**src/rtl/downcounter_pkg.sv**
```systemverilog
// Shared definitions for the loadable down-counter/timer: default width and
// the two-state run/idle encoding.
package downcounter_pkg;

    localparam int unsigned DC_WIDTH = 8;

    typedef enum logic {
        IDLE = 1'b0,
        RUN  = 1'b1
    } dc_state_e;

endpackage

```
**src/rtl/downcounter_dec.sv**
```systemverilog
// Combinational decrementer DIFF = A - 1 built as a half-subtractor borrow
// chain; the structural mirror of the up-counter's incrementer.
module downcounter_dec
    import downcounter_pkg::*;
#(
    parameter int unsigned WIDTH = DC_WIDTH
) (
    input  logic [WIDTH-1:0] a,
    output logic [WIDTH-1:0] diff
);

    logic [WIDTH-1:0] borrow;

    // Subtracting one: a borrow enters bit 0 and ripples upward through zeros.
    always_comb begin
        borrow    = '0;
        borrow[0] = 1'b1;
        for (int unsigned i = 1; i < WIDTH; i++) begin
            borrow[i] = borrow[i-1] & ~a[i-1];
        end
        diff = a ^ borrow;
    end

endmodule

```
**src/rtl/downcounter_timer.sv**
```systemverilog
// Loadable down-counter/timer: counts a loaded value to zero under enable,
// pulses tc for one cycle at terminal count and optionally auto-reloads.
module downcounter_timer
    import downcounter_pkg::*;
#(
    parameter int unsigned WIDTH = DC_WIDTH
) (
    input  logic             clk,
    input  logic             reset,
    input  logic             load,
    input  logic [WIDTH-1:0] load_val,
    input  logic             en,
    input  logic             auto_reload,
    output logic [WIDTH-1:0] count,
    output logic             tc,
    output logic             busy
);

    dc_state_e        state_q, state_d;
    logic [WIDTH-1:0] count_q, count_d;
    logic [WIDTH-1:0] reload_q, reload_d;
    logic             tc_q, tc_d;
    logic             busy_q, busy_d;
    logic [WIDTH-1:0] count_dec;

    downcounter_dec #(
        .WIDTH(WIDTH)
    ) u_dec (
        .a    (count_q),
        .diff (count_dec)
    );

    always_ff @(posedge clk or posedge reset) begin
        if (reset) begin
            state_q  <= IDLE;
            count_q  <= '0;
            reload_q <= '0;
            tc_q     <= 1'b0;
            busy_q   <= 1'b0;
        end else begin
            state_q  <= state_d;
            count_q  <= count_d;
            reload_q <= reload_d;
            tc_q     <= tc_d;
            busy_q   <= busy_d;
        end
    end

    always_comb begin
        state_d  = state_q;
        count_d  = count_q;
        reload_d = reload_q;
        tc_d     = 1'b0;
        busy_d   = busy_q;

        if (load) begin
            // A zero load parks the timer in IDLE so no tc can ever follow it.
            count_d  = load_val;
            reload_d = load_val;
            if (load_val != '0) begin
                state_d = RUN;
                busy_d  = 1'b1;
            end else begin
                state_d = IDLE;
                busy_d  = 1'b0;
            end
        end else begin
            unique case (state_q)
                RUN: begin
                    if (en) begin
                        if (count_q == WIDTH'(1)) begin
                            tc_d = 1'b1;
                            if (auto_reload) begin
                                count_d = reload_q;
                            end else begin
                                count_d = '0;
                                state_d = IDLE;
                                busy_d  = 1'b0;
                            end
                        end else if (count_q != '0) begin
                            count_d = count_dec;
                        end else begin
                            // Never decrement from zero; fall back to IDLE.
                            state_d = IDLE;
                            busy_d  = 1'b0;
                        end
                    end
                end
                default: begin
                    state_d = IDLE;
                end
            endcase
        end
    end

    assign count = count_q;
    assign tc    = tc_q;
    assign busy  = busy_q;

endmodule

```
**config.mk**
```make
export PLATFORM = sky130hd
export DESIGN_NAME = downcounter_timer
export DESIGN_NICKNAME = d
export VERILOG_FILES = /design/src/rtl/downcounter_pkg.sv /design/src/rtl/downcounter_dec.sv /design/src/rtl/downcounter_timer.sv
export SDC_FILE = /design/constraint.sdc
export NUM_CORES = 1
export LEC_CHECK = 0
export CAP_MARGIN = 20
export CORE_UTILIZATION = 50
export CTS_BUF_LIST = sky130_fd_sc_hd__clkbuf_8
export DETAILED_ROUTE_END_ITERATION = 8
export PLACE_DENSITY_LB_ADDON = 0.05
export SLEW_MARGIN = 20
export SYNTH_ARGS = -nofsm -noshare
export SYNTH_HDL_FRONTEND = slang
export SYNTH_SLANG_ARGS = --single-unit
```
**constraint.sdc**
```tcl
create_clock -name clk -period 5.5 [get_ports clk]
set_input_delay 0.825 -clock clk [delete_from_list [all_inputs] [get_ports clk]]
set_output_delay 0.825 -clock clk [all_outputs]
set_load 0.1 [all_outputs]
```
# ---- Word-level counts from Yosys, hierarchy flattened
# Index checks and enable logic that the tools add are counted.
dict set report totals {
  out_inout_bits 10
  regBits 19
  input_bits 13
  wordCells 52
}
dict set report op_classes {
  bitwise_logic 14
  eq_ne 3
  reduce_logical 7
  mux 23
}
# operator n
set ops {}
lappend ops {{$mux 8} 6}
lappend ops {{$mux 1} 17}
lappend ops {{$reduce_bool 8->1} 2}
lappend ops {{$eq 8x1->1 const B} 1}
lappend ops {{$xor 8x8->8} 1}
lappend ops {{$not 1->1} 7}
lappend ops {{$and 1x1->1} 6}
lappend ops {{$ne 3x3->1 const B} 2}
lappend ops {{$reduce_and 4->1} 1}
lappend ops {{$reduce_bool 2->1} 2}
lappend ops {{$reduce_and 3->1} 1}
lappend ops {{$reduce_bool 3->1} 1}

# ---- Longest topological paths before layout
dict set report depth {
  ltp_word 13
  depth_mapped 11
  ltp_nobuf 11
}

# ---- Hierarchy
# A second synthesis with hierarchy kept.
dict set report unflattened {
  hier_cells 111
  area_unflattened_um2 1111.1
}
# module seq_area_each_um2 cells_per_inst instances area_each_um2
set by_module_without_submodules {}
lappend by_module_without_submodules {downcounter_timer 475.5 91 1 978.4}
lappend by_module_without_submodules {downcounter_dec 0.0 20 1 132.6}

# ---- Least setup slack after synthesis
# Ideal clock, no wire load.
dict set report synth_path {
  kind {register to register}
  start {register count_q[1] (netlist: count[1])}
  end {register count_q[6] (netlist: count[6])}
  setup_time_ps 95
  arrival_ps 2676
  path_slack_ps 2729
  path_buffers 0
  path_stages_with_launch 11
  path_cell_list {dfrtp_1 inv_1 ha_1 ha_1 ha_1 ha_1 ha_1 ha_1 a31oi_1 a211oi_1 o31ai_1}
}
dict set report synth_via {
  elab_chain_cells 12
  word_cells_on_any_way 16
}
# element line_no
set synth_lines {}
lappend synth_lines {{from (decl)} downcounter_timer.sv:20} ;# logic [WIDTH-1:0] count_q, count_d;
lappend synth_lines {{from (signal assigned)} downcounter_timer.sv:42} ;# count_q <= count_d;
lappend synth_lines {{$not 1->1} downcounter_dec.sv:19} ;# borrow[i] = borrow[i-1] & ~a[i-1];
lappend synth_lines {{$and 1x1->1 (5 in a row)} downcounter_dec.sv:19}
lappend synth_lines {{$xor 8x8->8} downcounter_dec.sv:21} ;# diff = a ^ borrow;
lappend synth_lines {{$mux 8} downcounter_timer.sv:80} ;# end else if (count_q != '0) begin
lappend synth_lines {{$mux 8} downcounter_timer.sv:71} ;# if (count_q == WIDTH'(1)) begin
lappend synth_lines {{$mux 8} downcounter_timer.sv:70} ;# if (en) begin
lappend synth_lines {{$mux 8} downcounter_timer.sv:68} ;# unique case (state_q)
lappend synth_lines {{$mux 8} downcounter_timer.sv:56} ;# if (load) begin
# Several ways; a longest one is shown, not always the timed one. The select of a mux whose other input is x is not followed.
# A chain may end at the register's enable or synchronous reset.

# ---- Final worst setup path
dict set report layout_path {
  start {register count_q[6] (netlist: count[6])}
  end {output count[6]}
}
# element line_no
set layout_rtl {}
lappend layout_rtl {{to (decl)} downcounter_timer.sv:14} ;# output logic [WIDTH-1:0] count,
# No word-level cell between the ends.

==> out/metrics.cfg <==
[run_status]
outcome = finished, final reports clean

[clocking]
clk_pin_slew_ns = 0.07
hold_buffers = 0
clk_path_buf_depth = 2
ctsResizeCount = 0
cts_tree = yes
cts_setup_buffers = 0
cts_sinks = 19
cts_max_level = 1
clockRootBuffer = clkbuf_8
clock_latency_ns = 0.26
cts_made_buffers = 3

[grt]
met2_usage_pct = 36.11
antenna_found_initial = 0
grt_pass1_wl_mm = 4.257
grt_busiest_layer = met2
gr-usage-all-layers_pct = 23.47
grt_max_degree = 32
use_met1_pct = 32.73
met3_usage_pct = 2.804
grt_pass1_vias = 922
grt.overflow.total = 0

[timing]
layout_min_cycle_time_ns = 2.694
min_period_over_period_pct = 48.98
rsz0062_at_grt = false
setup-violations-final = 0
timing.final.ws_setup_ns = 2.806
slew_headroom_pct = 35.01
max_slew.worst_pin.slew_ns = 0.9717
fmax_mhz = 371.2
fin_skew_ns = 0.005809
tns_ns = 0
finalHoldViolCount = 0
slew_viol_final = 0

[floorplanning]
die_h_um = 48.98
die_x_um = 48.98
start_util_pct = 54.58
std_cell_rows = 16
die_area_mm2 = 0.002399
io_pins = 23
core_mm2 = 0.002022

[final_layout]
diodes = 0
fin_nets = 154
fillCellCount = 161
area_growth_syn_to_layout_pct = 24.72
mostFrequentLayoutCell = clkdlybuf4s50_1
drive_gt1_share_pct = 6.015
final_cell_mix = clkdlybuf4s50_1, dfrtp_1, inv_1

[synthesis]
ys.flop_type = dfrtp_1
postSynthAreaPerCell_um2 = 9.766
syn_nets = 133
synth_cell_types = 36
syn_area_mm2 = 0.001104
synth_enable_flop_cells = 0
synth_top_area_cell = dfrtp_1
yosysWarnings = 0
ys_seq_area_share_pct = 43.08
synth-seq-cells = 19
synth_area_leaders = dfrtp_1, ha_1, inv_1
syn_inst = 113
async_reset_ff_share_pct = 100.0
synth_top_area_share_pct = 43.08

[min_path]
min_from = busy$_DFFE_PP0P_
hp-class = flip-flop to flip-flop

[setup_path]
crit_chain = clkdlybuf4s50_1
startpoint = count[6]$_DFFE_PP0P_
critPathBufInv = 1
required_ns = 4.68
critPathMaxStageDelay_ns = 1.16
cp_max_fo = 4
crit_arrival_ns = 1.87
worst_setup_path_end_kind = output port
reg2reg_slack_ns = 3.23
critical_path_class = flip-flop to output port
r2r_start = count[0]$_DFFE_PP0P_
slowest_stage = clkdlybuf4s50_1
startpoint_type = flip-flop
crit_family = buffers and inverters

[placement]
hpwlAfterDp_mm = 1.781
port_buffers = 22
dpl_worst_slack_ns = 2.711
gp_congestion = 0.8230

[flow_run]
cap_violations = 0

[drt]
first_pass_iters = 4
post-route-drc-count = 0
vias = 960
postRouteAntennaNets = 0
vias_per_cell = 6.000
drt_iter0_markers = 14
avgRoutedWirePerCell_um = 15.56
drt_wl_total_mm = 2.490

[power]
p_leak_nw = 0.6137
peakVddDrop_uv = 206.7
cellPowerDensity_mw_per_mm2 = 317.7

==> where the power goes <==
| part | switching [W] | internal [W] | leakage (nW) | total (W) |
|---|---|---|---|---|
| clock | 0.0000473 | 0.0000504 | 0.0255 | 0.0000978 |
| sequential | 0.0000152 | 0.000155 | 0.229 | 0.000170 |
| combinational | 0.000119 | 0.0000502 | 0.359 | 0.000170 |
| total | 0.000182 | 0.000255 | 0.614 | 0.000437 |
==> cells by family after synthesis <==
| kind of cell | Yosys count | share of synthesized area, % |
|---|---|---|
| multiplexers | 3 | 2.834 |
| flip-flops | 19 | 43.08 |
| AND/OR/NAND/NOR | 35 | 19.39 |
| buffers and inverters | 19 | 6.916 |
| adder cells (fa/ha/maj) | 7 | 7.936 |
| AO/OA/AOI/OAI | 30 | 19.84 |
==> Yosys cell counts, drive strengths merged, types with 3 or more instances <==
master  instances
dfrtp          19
inv            13
nand2           8
ha              7
nor2            6
o21ai           6
a31oi           4
nor2b           4
o31ai           4
a211oi          3
a21o            3
buf             3
clkbuf          3
==> routing by layer <==
| layer | vias up | part of all wire [%] |
|---|---|---|
| li1 | 456 | - |
| met1 | 467 | 46 |
| met2 | 32 | 48 |
| met3 | 5 | 4.9 |
| met4 | 0 | 1.6 |
| met5 | - | 0 |
==> worst register-to-register path, stage by stage (launching register included) <==
cell,delay (ns)
dfrtp_1,0.42
inv_1,0.06
ha_1,0.24
ha_1,0.20
ha_1,0.19
ha_1,0.18
ha_1,0.18
ha_1,0.27
a31oi_1,0.15
a211oi_1,0.07
o31ai_1,0.24
==> cell type report <==
type / instances / area [um2] / area share, %
repair buffers: 22 / 220.2 / 16.00
flip-flops and latches: 19 / 475.5 / 34.55
clock inverters: 1 / 5.005 / 0.3636
inverters: 13 / 48.80 / 3.545
clock buffers: 3 / 41.29 / 3.000
well taps: 27 / 33.78 / 2.455
multi-input cells: 75 / 551.8 / 40.09
==> path summary, 6_finish.rpt <==
check,end,cells after the start
worst min-delay path,busy$_DFFE_PP0P_,2
worst min register to register,busy$_DFFE_PP0P_,2
min in group asynchronous,reload_q[3]$_DFFE_PP0P_,2
max in group asynchronous,count[7]$_DFFE_PP0P_,2
worst max register to register,count[6]$_DFFE_PP0P_,10
worst max-delay path,count[6],1
==> state kept, by name (all words and copies together), names as in the netlist <==
signal    count
count         8
reload_q      8
busy          1
state_q       1
tc            1
==> metrics by stage <==
step	total power (W)	area (um2)	hold WS (ns)	cells	utilization, %
floorplan	0.0002945	1104	0.4811	113	-
global placement	0.0003372	1330	0.4960	156	65.78
detailed placement	0.0003397	1330	0.5042	156	65.78
CTS	0.0004416	1376	0.5254	160	68.07
global route	0.0004577	1376	0.5608	160	68.07
finish	0.0004373	1376	0.5239	160	68.07
(Power assumes the default switching activity.)
==> patch: new RTL, same flow settings <==
Remove the register `tc_q`: a continuous assignment takes its place, so the output `tc` follows one clock earlier.
--- a/src/rtl/downcounter_timer.sv
+++ b/src/rtl/downcounter_timer.sv
@@ -36,5 +36,4 @@
             count_q  <= '0;
             reload_q <= '0;
-            tc_q     <= 1'b0;
             busy_q   <= 1'b0;
         end else begin
@@ -42,8 +41,9 @@
             count_q  <= count_d;
             reload_q <= reload_d;
-            tc_q     <= tc_d;
             busy_q   <= busy_d;
         end
     end
+
+    assign tc_q = tc_d;
 
     always_comb begin
Behaviour: not the same (a bounded check fails within 4 cycles, from zero or initial values and one cycle with reset high).
==> patch against the unedited design <==
- highest routed layer unchanged
- area after synthesis is 3.2% lower
- register-to-register slack got worse by 0.15 ns
- routed wire length down 12%
- count of clock-buffer cells in the layout is the same
- power fell by 0.18%
- sequential cell count shrank 1
- synthesized cell count shrank 8.8%
- design area is 1.3% lower
- setup slack lost 1.1 ns
==> patch: results (changes against the unedited design) <==
- Mux contribution to synthesized area: 8.197% (was 2.834%)
- FF-to-FF End: count[6] (unchanged)
- Top cells by area, synth: dfrtp_1 (42%), ha_1 (8.2%), mux2_2 (6.3%) (was dfrtp_1 (43%), ha_1 (7.9%), inv_1 (4.4%))
- Slew margin rel.: 35.07% (was 35.01%)
- Sequential-to-total area share from yosys stat: 42.15% (was 43.08%)
- First-pass iteration count of the detailed router: 4 (unchanged)
- Worst ir drop on vdd: 0.0002041 V (was 0.0002067 V)
- Adder-Cell Fraction of Synth Area: 8.197% (was 7.937%)
- Hpwl dp: 1.721 mm (was 1.781 mm)
- CP max stage cell: clkdlybuf4s50_1 (unchanged)
- Hold Path End: count[1] (was busy)
- First-pass GRT wire length: 3.532 mm (was 4.257 mm)
- DRT iter0 DRCs: 27 (was 14)
- Leak: 0.5979 nW (was 0.6137 nW)
- Reg2reg setup slack: 3.08 ns (was 3.23 ns)
- Max FO, Critical Path: 6 (was 4)
- Average cell area after synthesis: 10.37 µm² (was 9.766 µm²)
- Vias in the first global route: 755 (was 922)
- Clock buffer depth: 2 (unchanged)
- Synth unique cells: 31 (was 36)
- Compound-Gate Fraction of Synth Area: 18.85% (was 19.84%)
- Internal power: 254.5 µW (was 255.4 µW)
- Met3 Use GR: 3.333% (was 2.804%)
- I/O Buffers: 22 (unchanged)
- Via density per instance: 5.621 (was 6.000)
- Final instance count without filler cells: 153 (was 160)
- HP Class: reg -> reg (unchanged)
- Antenna Cells: 0 (unchanged)
- Metal3 WL: 80 µm (was 121 µm)
- Register clock-pin slew on the reported worst setup and hold paths: 0.06 ns
- P_seq: 165 µW (was 170 µW)
- H-tree lvl count: 1 (unchanged)
- Origin of the critical flop-to-flop path: count[0] (unchanged)
- DR top layer: met4 (unchanged)
- Comb pwr: 182 µW (was 170 µW)
- YS warnings: 0 (unchanged)
- Routed wl met2: 1.029 mm (was 1.187 mm)
- Seq pwr share: 37.8% (was 38.8%)
- Hold Crit Depth: 1 (was 2)
- Final wirelength: 2.200 mm (was 2.490 mm)
- Num CTS Buffers: 3 (unchanged)
- FF-to-FF path depth: 10 (unchanged)
- Pre-CTS setup slack: 1.704 ns (was 2.711 ns)
- RePlAce Congestion: 0.8456 (was 0.8230)
- Post-synth top cells: dfrtp_1 (18), inv_1 (13), ha_1 (7), nand2_1 (7), nor2_1 (7) (was dfrtp_1 (19), inv_1 (13), nand2_1 (8), ha_1 (7))
- Met2 GRT Util: 34.93% (was 36.11%)
- Synth Area in XOR/XNOR: 0.8197% (was 0%)
- Largest net degree at the start of global routing: 28 (was 32)
- Syn nets: 123 (was 133)
- Met1 WL: 1.077 mm (was 1.141 mm)
- Clock Skews: 0.007418 ns (was 0.005809 ns)
- Worst hold start: count[1] (was busy)
- Layout cells sized above 1: 11.90% (was 6.015%)
- Status: finished, final reports clean (unchanged)
- Critical Path AT: 2.99 ns (was 1.87 ns)
- GR Layer Usage met1: 33.64% (was 32.73%)
- GRT Resource Usage Total: 22.94% (was 23.47%)
- Crit path largest cell delay: 1.13 ns (was 1.16 ns)
- Clk Latency, worst-skew pair: 0.25 ns
patch: final cells by class:
| cell class | instances | area (µm²) |
|---|---|---|
| timing repair buffer | 23 | 227.7 |
| tap | 27 | 33.78 |
| fill | 163 | 623.1 |
| sequential | 18 | 450.4 |
| inverter | 13 | 48.80 |
| multi-input combinational | 69 | 556.8 |
| clock buffer | 3 | 41.29 |
patch: per-stage QoR:
stage          hold slack (ns)  util (%)  cell area, µm²
2_1_floorplan           0.4816         -            1069
3_3_place_gp            0.4928     66.48            1318
3_5_place_dp            0.5019     66.48            1318
4_1_cts                 0.5164     68.56            1359
5_1_grt                 0.5348     68.56            1359
6_report                0.5108     68.56            1359
patch: worst max path at each step:
stage                         from  endpoint  slack (ns)  cells past startpoint
after floorplan           count[7]        tc        1.97                      3
after global placement          en        tc        1.76                      6
after detailed placement        en        tc        1.70                      6
after CTS                       en        tc        1.70                      6
after global routing            en        tc        1.58                      6
final                           en        tc        1.68                      6
